## src/rtl/noc_pkg.sv

```systemverilog
// Shared constants and flit field helpers for the XY switch port scheduler.
package noc_pkg;

    localparam int N_PORTS = 3;

    // Input port indices
    localparam int P_L  = 0;
    localparam int P_B  = 1;
    localparam int P_PE = 2;

    // Output port indices
    localparam int O_R  = 0;
    localparam int O_T  = 1;
    localparam int O_PE = 2;

    function automatic int flit_width(input int xs, input int ys, input int dw);
        return 2 * xs + 2 * ys + dw;
    endfunction

    function automatic int dest_y_lsb();
        return 0;
    endfunction

    function automatic int dest_x_lsb(input int ys);
        return ys;
    endfunction

endpackage

```

## src/rtl/rr_arb3.sv

```systemverilog
// 3-way round-robin arbiter: search starts at ptr, ptr moves past the winner.
module rr_arb3
    import noc_pkg::*;
(
    input  logic       clk,
    input  logic       rst,
    input  logic       en,
    input  logic [2:0] req,
    output logic [2:0] gnt
);

    logic [1:0] ptr;
    logic [1:0] ptr_nxt;
    logic [5:0] req_dbl;
    logic [2:0] req_rot;
    logic [2:0] pick_rot;
    logic [5:0] pick_dbl;

    // Rotate so that the pointer position is bit 0, take the lowest set bit, rotate back.
    always_comb begin
        req_dbl  = {req, req} >> ptr;
        req_rot  = req_dbl[2:0];
        pick_rot = req_rot & (~req_rot + 3'd1);
        pick_dbl = {3'b000, pick_rot} << ptr;
        gnt      = '0;
        if (en) begin
            gnt = pick_dbl[2:0] | pick_dbl[5:3];
        end
    end

    always_comb begin
        ptr_nxt = ptr;
        unique case (1'b1)
            gnt[P_L]:  ptr_nxt = 2'(P_B);
            gnt[P_B]:  ptr_nxt = 2'(P_PE);
            gnt[P_PE]: ptr_nxt = 2'(P_L);
            default:   ptr_nxt = ptr;
        endcase
    end

    always_ff @(posedge clk) begin
        if (rst) begin
            ptr <= 2'(P_L);
        end else if (|gnt) begin
            ptr <= ptr_nxt;
        end
    end

endmodule

```

## src/rtl/noc_xy_port_arbiter.sv

```systemverilog
// Output-port scheduler for a bufferless XY switch: route decode, per-output
// round-robin grant, holding output registers and forwarded-flit counters.
module noc_xy_port_arbiter
    import noc_pkg::*;
#(
    parameter int x_coord     = 0,
    parameter int y_coord     = 0,
    parameter int x_size      = 2,
    parameter int y_size      = 2,
    parameter int data_width  = 8,
    parameter int total_width = flit_width(x_size, y_size, data_width),
    parameter int cnt_width   = 16
) (
    input  logic                   clk,
    input  logic                   rst,
    input  logic                   i_valid_l,
    input  logic                   i_valid_b,
    input  logic                   i_valid_pe,
    input  logic [total_width-1:0] i_data_l,
    input  logic [total_width-1:0] i_data_b,
    input  logic [total_width-1:0] i_data_pe,
    output logic                   o_ready_l,
    output logic                   o_ready_b,
    output logic                   o_ready_pe,
    output logic                   o_valid_r,
    output logic                   o_valid_t,
    output logic                   o_valid_pe,
    output logic [total_width-1:0] o_data_r,
    output logic [total_width-1:0] o_data_t,
    output logic [total_width-1:0] o_data_pe,
    input  logic                   i_ready_r,
    input  logic                   i_ready_t,
    input  logic                   i_ready_pe,
    output logic [cnt_width-1:0]   o_cnt_r,
    output logic [cnt_width-1:0]   o_cnt_t,
    output logic [cnt_width-1:0]   o_cnt_pe
);

    localparam logic [x_size-1:0] X_HERE = x_size'(x_coord);
    localparam logic [y_size-1:0] Y_HERE = y_size'(y_coord);

    logic [N_PORTS-1:0]   in_valid;
    logic [total_width-1:0] in_data [N_PORTS];
    logic [N_PORTS-1:0]   out_rdy;
    logic [N_PORTS-1:0]   route_oh [N_PORTS];
    logic [N_PORTS-1:0]   req      [N_PORTS];
    logic [N_PORTS-1:0]   gnt      [N_PORTS];
    logic [N_PORTS-1:0]   out_free;
    logic [N_PORTS-1:0]   arb_en;
    logic [total_width-1:0] win_data [N_PORTS];

    logic [N_PORTS-1:0]   valid_q;
    logic [total_width-1:0] data_q [N_PORTS];
    logic [cnt_width-1:0] cnt_q  [N_PORTS];

    assign in_valid     = {i_valid_pe, i_valid_b, i_valid_l};
    assign in_data[P_L] = i_data_l;
    assign in_data[P_B] = i_data_b;
    assign in_data[P_PE] = i_data_pe;
    assign out_rdy      = {i_ready_pe, i_ready_t, i_ready_r};

    // XY routing: correct X first, then Y, otherwise the flit is for the local PE
    always_comb begin
        for (int i = 0; i < N_PORTS; i++) begin
            route_oh[i] = '0;
            if (in_data[i][dest_x_lsb(y_size) +: x_size] != X_HERE) begin
                route_oh[i][O_R] = 1'b1;
            end else if (in_data[i][dest_y_lsb() +: y_size] != Y_HERE) begin
                route_oh[i][O_T] = 1'b1;
            end else begin
                route_oh[i][O_PE] = 1'b1;
            end
        end
    end

    always_comb begin
        for (int o = 0; o < N_PORTS; o++) begin
            out_free[o] = ~valid_q[o] | out_rdy[o];
            arb_en[o]   = ~rst & out_free[o];
            for (int i = 0; i < N_PORTS; i++) begin
                req[o][i] = in_valid[i] & route_oh[i][o];
            end
        end
    end

    for (genvar o = 0; o < N_PORTS; o++) begin : g_arb
        rr_arb3 u_arb (
            .clk (clk),
            .rst (rst),
            .en  (arb_en[o]),
            .req (req[o]),
            .gnt (gnt[o])
        );
    end

    always_comb begin
        for (int o = 0; o < N_PORTS; o++) begin
            win_data[o] = '0;
            for (int i = 0; i < N_PORTS; i++) begin
                if (gnt[o][i]) begin
                    win_data[o] = in_data[i];
                end
            end
        end
    end

    assign o_ready_l  = gnt[O_R][P_L]  | gnt[O_T][P_L]  | gnt[O_PE][P_L];
    assign o_ready_b  = gnt[O_R][P_B]  | gnt[O_T][P_B]  | gnt[O_PE][P_B];
    assign o_ready_pe = gnt[O_R][P_PE] | gnt[O_T][P_PE] | gnt[O_PE][P_PE];

    always_ff @(posedge clk) begin
        if (rst) begin
            for (int o = 0; o < N_PORTS; o++) begin
                valid_q[o] <= 1'b0;
                data_q[o]  <= '0;
                cnt_q[o]   <= '0;
            end
        end else begin
            for (int o = 0; o < N_PORTS; o++) begin
                // A free output either takes the new winner or goes empty
                if (out_free[o]) begin
                    valid_q[o] <= |gnt[o];
                    if (|gnt[o]) begin
                        data_q[o] <= win_data[o];
                    end
                end
                if (valid_q[o] & out_rdy[o]) begin
                    cnt_q[o] <= cnt_q[o] + cnt_width'(1);
                end
            end
        end
    end

    assign o_valid_r  = valid_q[O_R];
    assign o_valid_t  = valid_q[O_T];
    assign o_valid_pe = valid_q[O_PE];
    assign o_data_r   = data_q[O_R];
    assign o_data_t   = data_q[O_T];
    assign o_data_pe  = data_q[O_PE];
    assign o_cnt_r    = cnt_q[O_R];
    assign o_cnt_t    = cnt_q[O_T];
    assign o_cnt_pe   = cnt_q[O_PE];

endmodule

```

## config.mk

```make
export PLATFORM = sky130hd
export DESIGN_NAME = noc_xy_port_arbiter
export DESIGN_NICKNAME = d
export VERILOG_FILES = /design/src/rtl/noc_pkg.sv /design/src/rtl/rr_arb3.sv /design/src/rtl/noc_xy_port_arbiter.sv
export SDC_FILE = /design/constraint.sdc
export NUM_CORES = 1
export LEC_CHECK = 0
export CORE_MARGIN = 2
export CORE_UTILIZATION = 48
export CTS_CLUSTER_DIAMETER = 50
export DETAILED_ROUTE_END_ITERATION = 10
export GPL_TIMING_DRIVEN = 0
export PLACE_DENSITY = 0.85
export RECOVER_POWER = 25
export REMOVE_ABC_BUFFERS = 1
export SLEW_MARGIN = 10
export SYNTH_ARGS = -nofsm -noshare
export SYNTH_HDL_FRONTEND = slang
export SYNTH_SLANG_ARGS = --single-unit
```

## constraint.sdc

```tcl
create_clock -name clk -period 2.9 [get_ports clk]
set_input_delay 0.58 -clock clk [delete_from_list [all_inputs] [get_ports clk]]
set_output_delay 0.58 -clock clk [all_outputs]
set_load 0.005 [all_outputs]
```

=== Word level (Yosys, flattened, before mapping) ===
Memory sizes are Yosys's and may differ from the RTL's.
Cells that the tools add are included.

* Shift-type cells: 6
* Mux-type cells: 56
* Bitwise gates (word level): 43
* Reduce and logical (&&, ||, !) cells: 15
* Add/subtract/negate cells: 6

{| class="wikitable"
|+ Operator list
! cell !! count
|-
| two-way mux 16 bit || 15
|-
| adder 16 x 1 -> 16 bit, second input constant || 3
|-
| two-way mux 1 bit || 32
|-
| one-hot mux 2 bit (3 select lines) || 3
|-
| << shifter 3 x 2 -> 6 bit || 3
|-
| right shift 6 x 2 -> 3 bit || 3
|-
| AND 1 bit || 15
|-
| OR 1 bit || 15
|-
| nonzero test 2 bit || 6
|-
| adder 3 x 1 -> 3 bit, second input constant || 3
|-
| AND 3 bit || 3
|-
| two-way mux 3 bit || 3
|-
| NOT 3 bit || 3
|-
| OR 3 bit || 3
|-
| nonzero test 3 bit || 3
|-
| OR reduction 3 bit || 3
|-
| two-way mux 2 bit || 3
|-
| AND reduction 2 bit || 3
|-
| NOT 1 bit || 4
|}

* Memories kept: 2
* Bits in writable memories: 96
* Register bits after elaboration: 9
* Word-level logic and storage cells: 134
* Output and inout bits: 102
* Bits of input ports: 56

{| class="wikitable"
|+ Memories
! memory !! depth !! width !! rd ports !! clocked after memory_dff !! wr ports !! RTL line !! text
|-
| cnt_q || 3 || 16 || 3 || 0 || 3 || noc_xy_port_arbiter.sv:54 || <nowiki>logic [cnt_width-1:0] cnt_q [N_PORTS];</nowiki>
|-
| data_q || 3 || 16 || 3 || 0 || 3 || noc_xy_port_arbiter.sv:53 || <nowiki>logic [total_width-1:0] data_q [N_PORTS];</nowiki>
|}

=== Longest topological paths before layout ===
* Depth in word-level cells: 17
* Depth in mapped cells: 7
* Mapped depth without buffers: 6

=== Hierarchy ===
A second synthesis with hierarchy kept.

* Cells, all modules: 638
* Area total of the unflattened synthesis: 6,145.9 um^2

{| class="wikitable"
|+ Modules (own cells, without submodules)
! module !! area each (um^2) !! cells each !! sequential area each (um^2) !! instances
|-
| noc_xy_port_arbiter || 5,507.8 || 563 || 2,942.8 || 1
|-
| rr_arb3 || 212.7 || 25 || 40.0 || 3
|}

=== Least setup slack after synthesis ===
OpenSTA, ideal clock, no wires.

* Path type: input port to flip-flop
* Start: in i_data_l[2]
* End: mem data_q[0][16] (netlist bit), enable pin
* Required time: 2,525 ps
* Path buffers: 1
* Library setup time: 375 ps
* Arrival time: 2,179 ps
* Stages on the path: 5
* Setup slack: 347 ps
* Path through: nor3b_4 o21ai_0 a2111oi_4 buf_6 nand2b_1

{| class="wikitable"
|+ RTL lines
! element !! RTL line !! text
|-
| start: declaration || noc_xy_port_arbiter.sv:19 || <nowiki>input logic [total_width-1:0] i_data_l,</nowiki>
|-
| end: declaration || noc_xy_port_arbiter.sv:53 ||
|}

=== Worst setup path after layout ===
* Start: in i_valid_b
* End: out o_ready_b

* Longest elaborated chain between the ends: 10
* Elaborated cells on any way between the ends: 26
* Those cells by class: add/sub (3); shift (6); mux (3); bitwise (14)

{| class="wikitable"
|+ RTL lines
! element !! RTL line !! text
|-
| start: declaration || noc_xy_port_arbiter.sv:17 || <nowiki>input logic i_valid_b,</nowiki>
|-
| AND 1 bit || noc_xy_port_arbiter.sv:81 || <nowiki>req[o][i] = in_valid[i] & route_oh[i][o];</nowiki>
|-
| right shift 6 x 2 -> 3 bit || rr_arb3.sv:21 || <nowiki>req_dbl = {req, req} >> ptr;</nowiki>
|-
| NOT 3 bit || rr_arb3.sv:23 || <nowiki>pick_rot = req_rot & (~req_rot + 3'd1);</nowiki>
|-
| adder 3 x 1 -> 3 bit || rr_arb3.sv:23 ||
|-
| AND 3 bit || rr_arb3.sv:23 ||
|-
| << shifter 3 x 2 -> 6 bit || rr_arb3.sv:24 || <nowiki>pick_dbl = {3'b000, pick_rot} << ptr;</nowiki>
|-
| OR 3 bit || rr_arb3.sv:27 || <nowiki>gnt = pick_dbl[2:0] | pick_dbl[5:3];</nowiki>
|-
| two-way mux 3 bit || rr_arb3.sv:26 || <nowiki>if (en) begin</nowiki>
|-
| OR 1 bit || noc_xy_port_arbiter.sv:108 || <nowiki>assign o_ready_b = gnt[O_R][P_B] | gnt[O_T][P_B] | gnt[O_PE][P_B];</nowiki>
|-
| OR 1 bit * || noc_xy_port_arbiter.sv:108 ||
|-
| end: declaration || noc_xy_port_arbiter.sv:23 || <nowiki>output logic o_ready_b,</nowiki>
|}

Mark *: on every way between the ends. The rest lies on a longest branch, timed or not.

==> flow_summary.json <==
{
  "tightest_slew_ns": 1.02,
  "crit_arrival_ns": 2.31,
  "rr_startpoint": "g_arb[1].u_arb.ptr[0]",
  "first_pass_iters": 6,
  "crit_fanout": 6,
  "antenna_found_initial": 1,
  "initial_core_util_pct": 49.6,
  "clock_skew_ns": 0.00774,
  "wl_per_cell_um": 21.3,
  "first_global_vias": 4899,
  "grt_start_max_net_pins": 49,
  "report.final.hold_viol_count": 0,
  "syn_area_per_cell_um2": 11.8,
  "maxSlewHeadroom_pct": 31.9,
  "hold_depth": 2,
  "grt_overflow": 0,
  "dp.cells": 748,
  "post-route-drc-count": 0,
  "fp.dieW_um": 111,
  "period_needed_ns": 2.89,
  "synth_area_um2": 5450,
  "clock_power_share_pct": 35.5,
  "synth_commonest_cells": "edfxtp_1 (96), nor2_1 (55), inv_1 (39), a222oi_1 (30), xor2_1 (26)",
  "setup_viol": 0,
  "die_h_um": 111,
  "fp.coreArea_um2": 11000,
  "synth_edf_count": 96,
  "syn-instance-count": 463,
  "antenna_left": 0,
  "synth_seq_area_share_pct": 56.2,
  "via_count": 4821,
  "insertedDiodeCount": 0,
  "ys_ff_latch": 105,
  "cp-start-kind": "primary input",
  "pwr-share-comb_pct": 16.1,
  "final.setup.tns_ns": 0,
  "status": "finished clean",
  "vdd_drop_max_uv": 361,
  "hpwl_mm": 10.4,
  "min_period_over_period_pct": 99.7,
  "synth.area.top_cells": "edfxtp_1 (53%), a222oi_1 (5.5%), xor2_1 (4.2%)",
  "min_path_type": "flip-flop to flip-flop",
  "whs_endpoint": "g_arb[2].u_arb.ptr[1]",
  "ys_warn_count": 0,
  "seqPwrFrac_pct": 48.4,
  "synthArstFlopShare_pct": 0,
  "htreeDepth": 3,
  "nets": 699,
  "netlist.area_leader.share_pct": 52.9,
  "endpoint_kind": "primary output",
  "hp-start": "g_arb[2].u_arb.ptr[1]",
  "fmax_mhz": 346,
  "clkLatencyLatePin_ns": 0.35,
  "critical_path_class": "primary input to primary output",
  "ff2ff_setup_slack_ns": 0.31,
  "power.density_nw_per_um2": 493,
  "port-buffer-count": 157,
  "wirelength_mm": 16.7,
  "drt_iter0_drc": 662,
  "grtUsageTotal_pct": 27.1,
  "maxCapViolCount": 0,
  "internal_power_mw": 2.91,
  "ys_types": 59,
  "cts_tree": "built",
  "clockBufferDepth": 2,
  "cts-root-buf": "clkbuf_16",
  "die_area_um2": 12200,
  "clkTransAtPathRegs_ns": 0.07,
  "final_max_slew_viol_count": 0,
  "worstPathRequired_ns": 2.32,
  "cts_made_buffers": 9,
  "globalplace.congestion": 0.880,
  "grt_pass1_wl_mm": 26.2,
  "fp-row-count": 38,
  "switching_share_pct": 24.1,
  "io_pins": 158,
  "viasPerCell": 6.14,
  "cts.sinks": 105,
  "rr_worst_depth": 6,
  "synthFlopType": "edfxtp_1",
  "layout.cells.non_filler": 785,
  "drive_gt1_share_pct": 14.4,
  "p_leak_nw": 3.12,
  "synthToLayoutAreaGrowth_pct": 42.6,
  "switchingPower_uw": 925,
  "synth_top_cell_by_area": "edfxtp_1",
  "p_total_mw": 3.84,
  "whs_ns": 0.543,
  "r2r-end": "data_q[0][26]",
  "yosysMostFrequentCell": "edfxtp_1"
}
[placed cells by master, fill, tap and decap left out, types with 9 or more instances in the layout]
cell / count
clkdlybuf4s50_1: 97
edfxtp_1: 96
nor2_1: 55
dlygate4sd3_1: 41
inv_1: 39
a222oi_1: 30
xor2_1: 26
nand2_1: 23
buf_4: 22
a21o_1: 15
nand3_1: 14
xnor2_1: 13
a22o_1: 12
and3_1: 9
clkbuf_16: 9
dfxtp_1: 9
clkbuf_2: 9
[worst max-delay path, cell delays in order]
cell	delay, ns
dlygate4sd2_1	0.23
or3b_4	0.45
nand2b_4	0.19
a2111oi_4	0.43
or3_4	0.19
dlygate4sd2_1	0.23
[worst max-delay path by stage]
stage / startpoint / end
after detailed placement: rst / o_ready_pe
final: i_valid_b / o_ready_b
after global routing: i_valid_b / o_ready_b
after CTS: i_data_l[2] / o_ready_pe
after global placement: rst / o_ready_b
after floorplan: i_data_l[2] / data_q[0][0]
[flip-flops by register name, summed over array words and instances, names as in the netlist]
| name | cells |
|---|---|
| cnt_q | 48 |
| data_q | 48 |
| valid_q | 3 |
| g_arb.u_arb.ptr | 6 |
[cell type report]
type	count	area (um^2)
fill	748	3210
clock inverter	4	73.8
inverter	39	146
tap	140	175
timing repair buffer	182	1720
clock buffer	12	256
multi-input combinational	303	2340
sequential	105	3060
[per-stage QoR]
| stage | cell area (um^2) | util, % | setup slack, ns |
|---|---|---|---|
| finish | 7770 | 70.8 | 0.00914 |
| global route | 7770 | 70.8 | -0.00598 |
| CTS | 7790 | 70.9 | -0.0820 |
| detailed placement | 7170 | 65.3 | -1.28 |
| global placement | 7100 | 64.6 | -4.19 |
| floorplan | 5350 | - | -1.39 |
[logic make-up after synthesis]
logic type               count (synthesis)  synth area share (%)
flip-flops                             105                  56.2
buffers and inverters                   61                  4.91
XOR/XNOR                                39                  6.27
adder cells (fa/ha/maj)                  3                 0.689
AND/OR/NAND/NOR                        161                  16.8
other                                    1                0.0688
AO/OA/AOI/OAI                           93                  15.1
[metal layers]
metal  vias up  routed length, um  GRT usage, %
met3        66               1920          8.89
met2       320               8210          43.7
li1       2115                  -             -
met5         -                 13             0
met4         2                688          14.5
met1      2318               5880          32.3
[repair_timing]
item / CTS / global route
pin swaps: 22 / 10
hold buffers: 0 / 0
endpoints found under the setup margin: 69 / 19
gates resized for setup: 56 / 23
gates cloned: 1 / 0
buffers inserted: 19 / 2
[power groups by stage]
| stage | logic, mW | clock network (mW) | registers, mW |
|---|---|---|---|
| floorplan | 0.182 | 0 | 1.89 |
| global placement | 0.565 | 0 | 1.88 |
| detailed placement | 0.587 | 0 | 1.89 |
| CTS | 0.627 | 1.37 | 1.86 |
| global route | 0.653 | 1.44 | 1.87 |
| finish | 0.619 | 1.36 | 1.86 |
(Power assumes the default switching activity.)
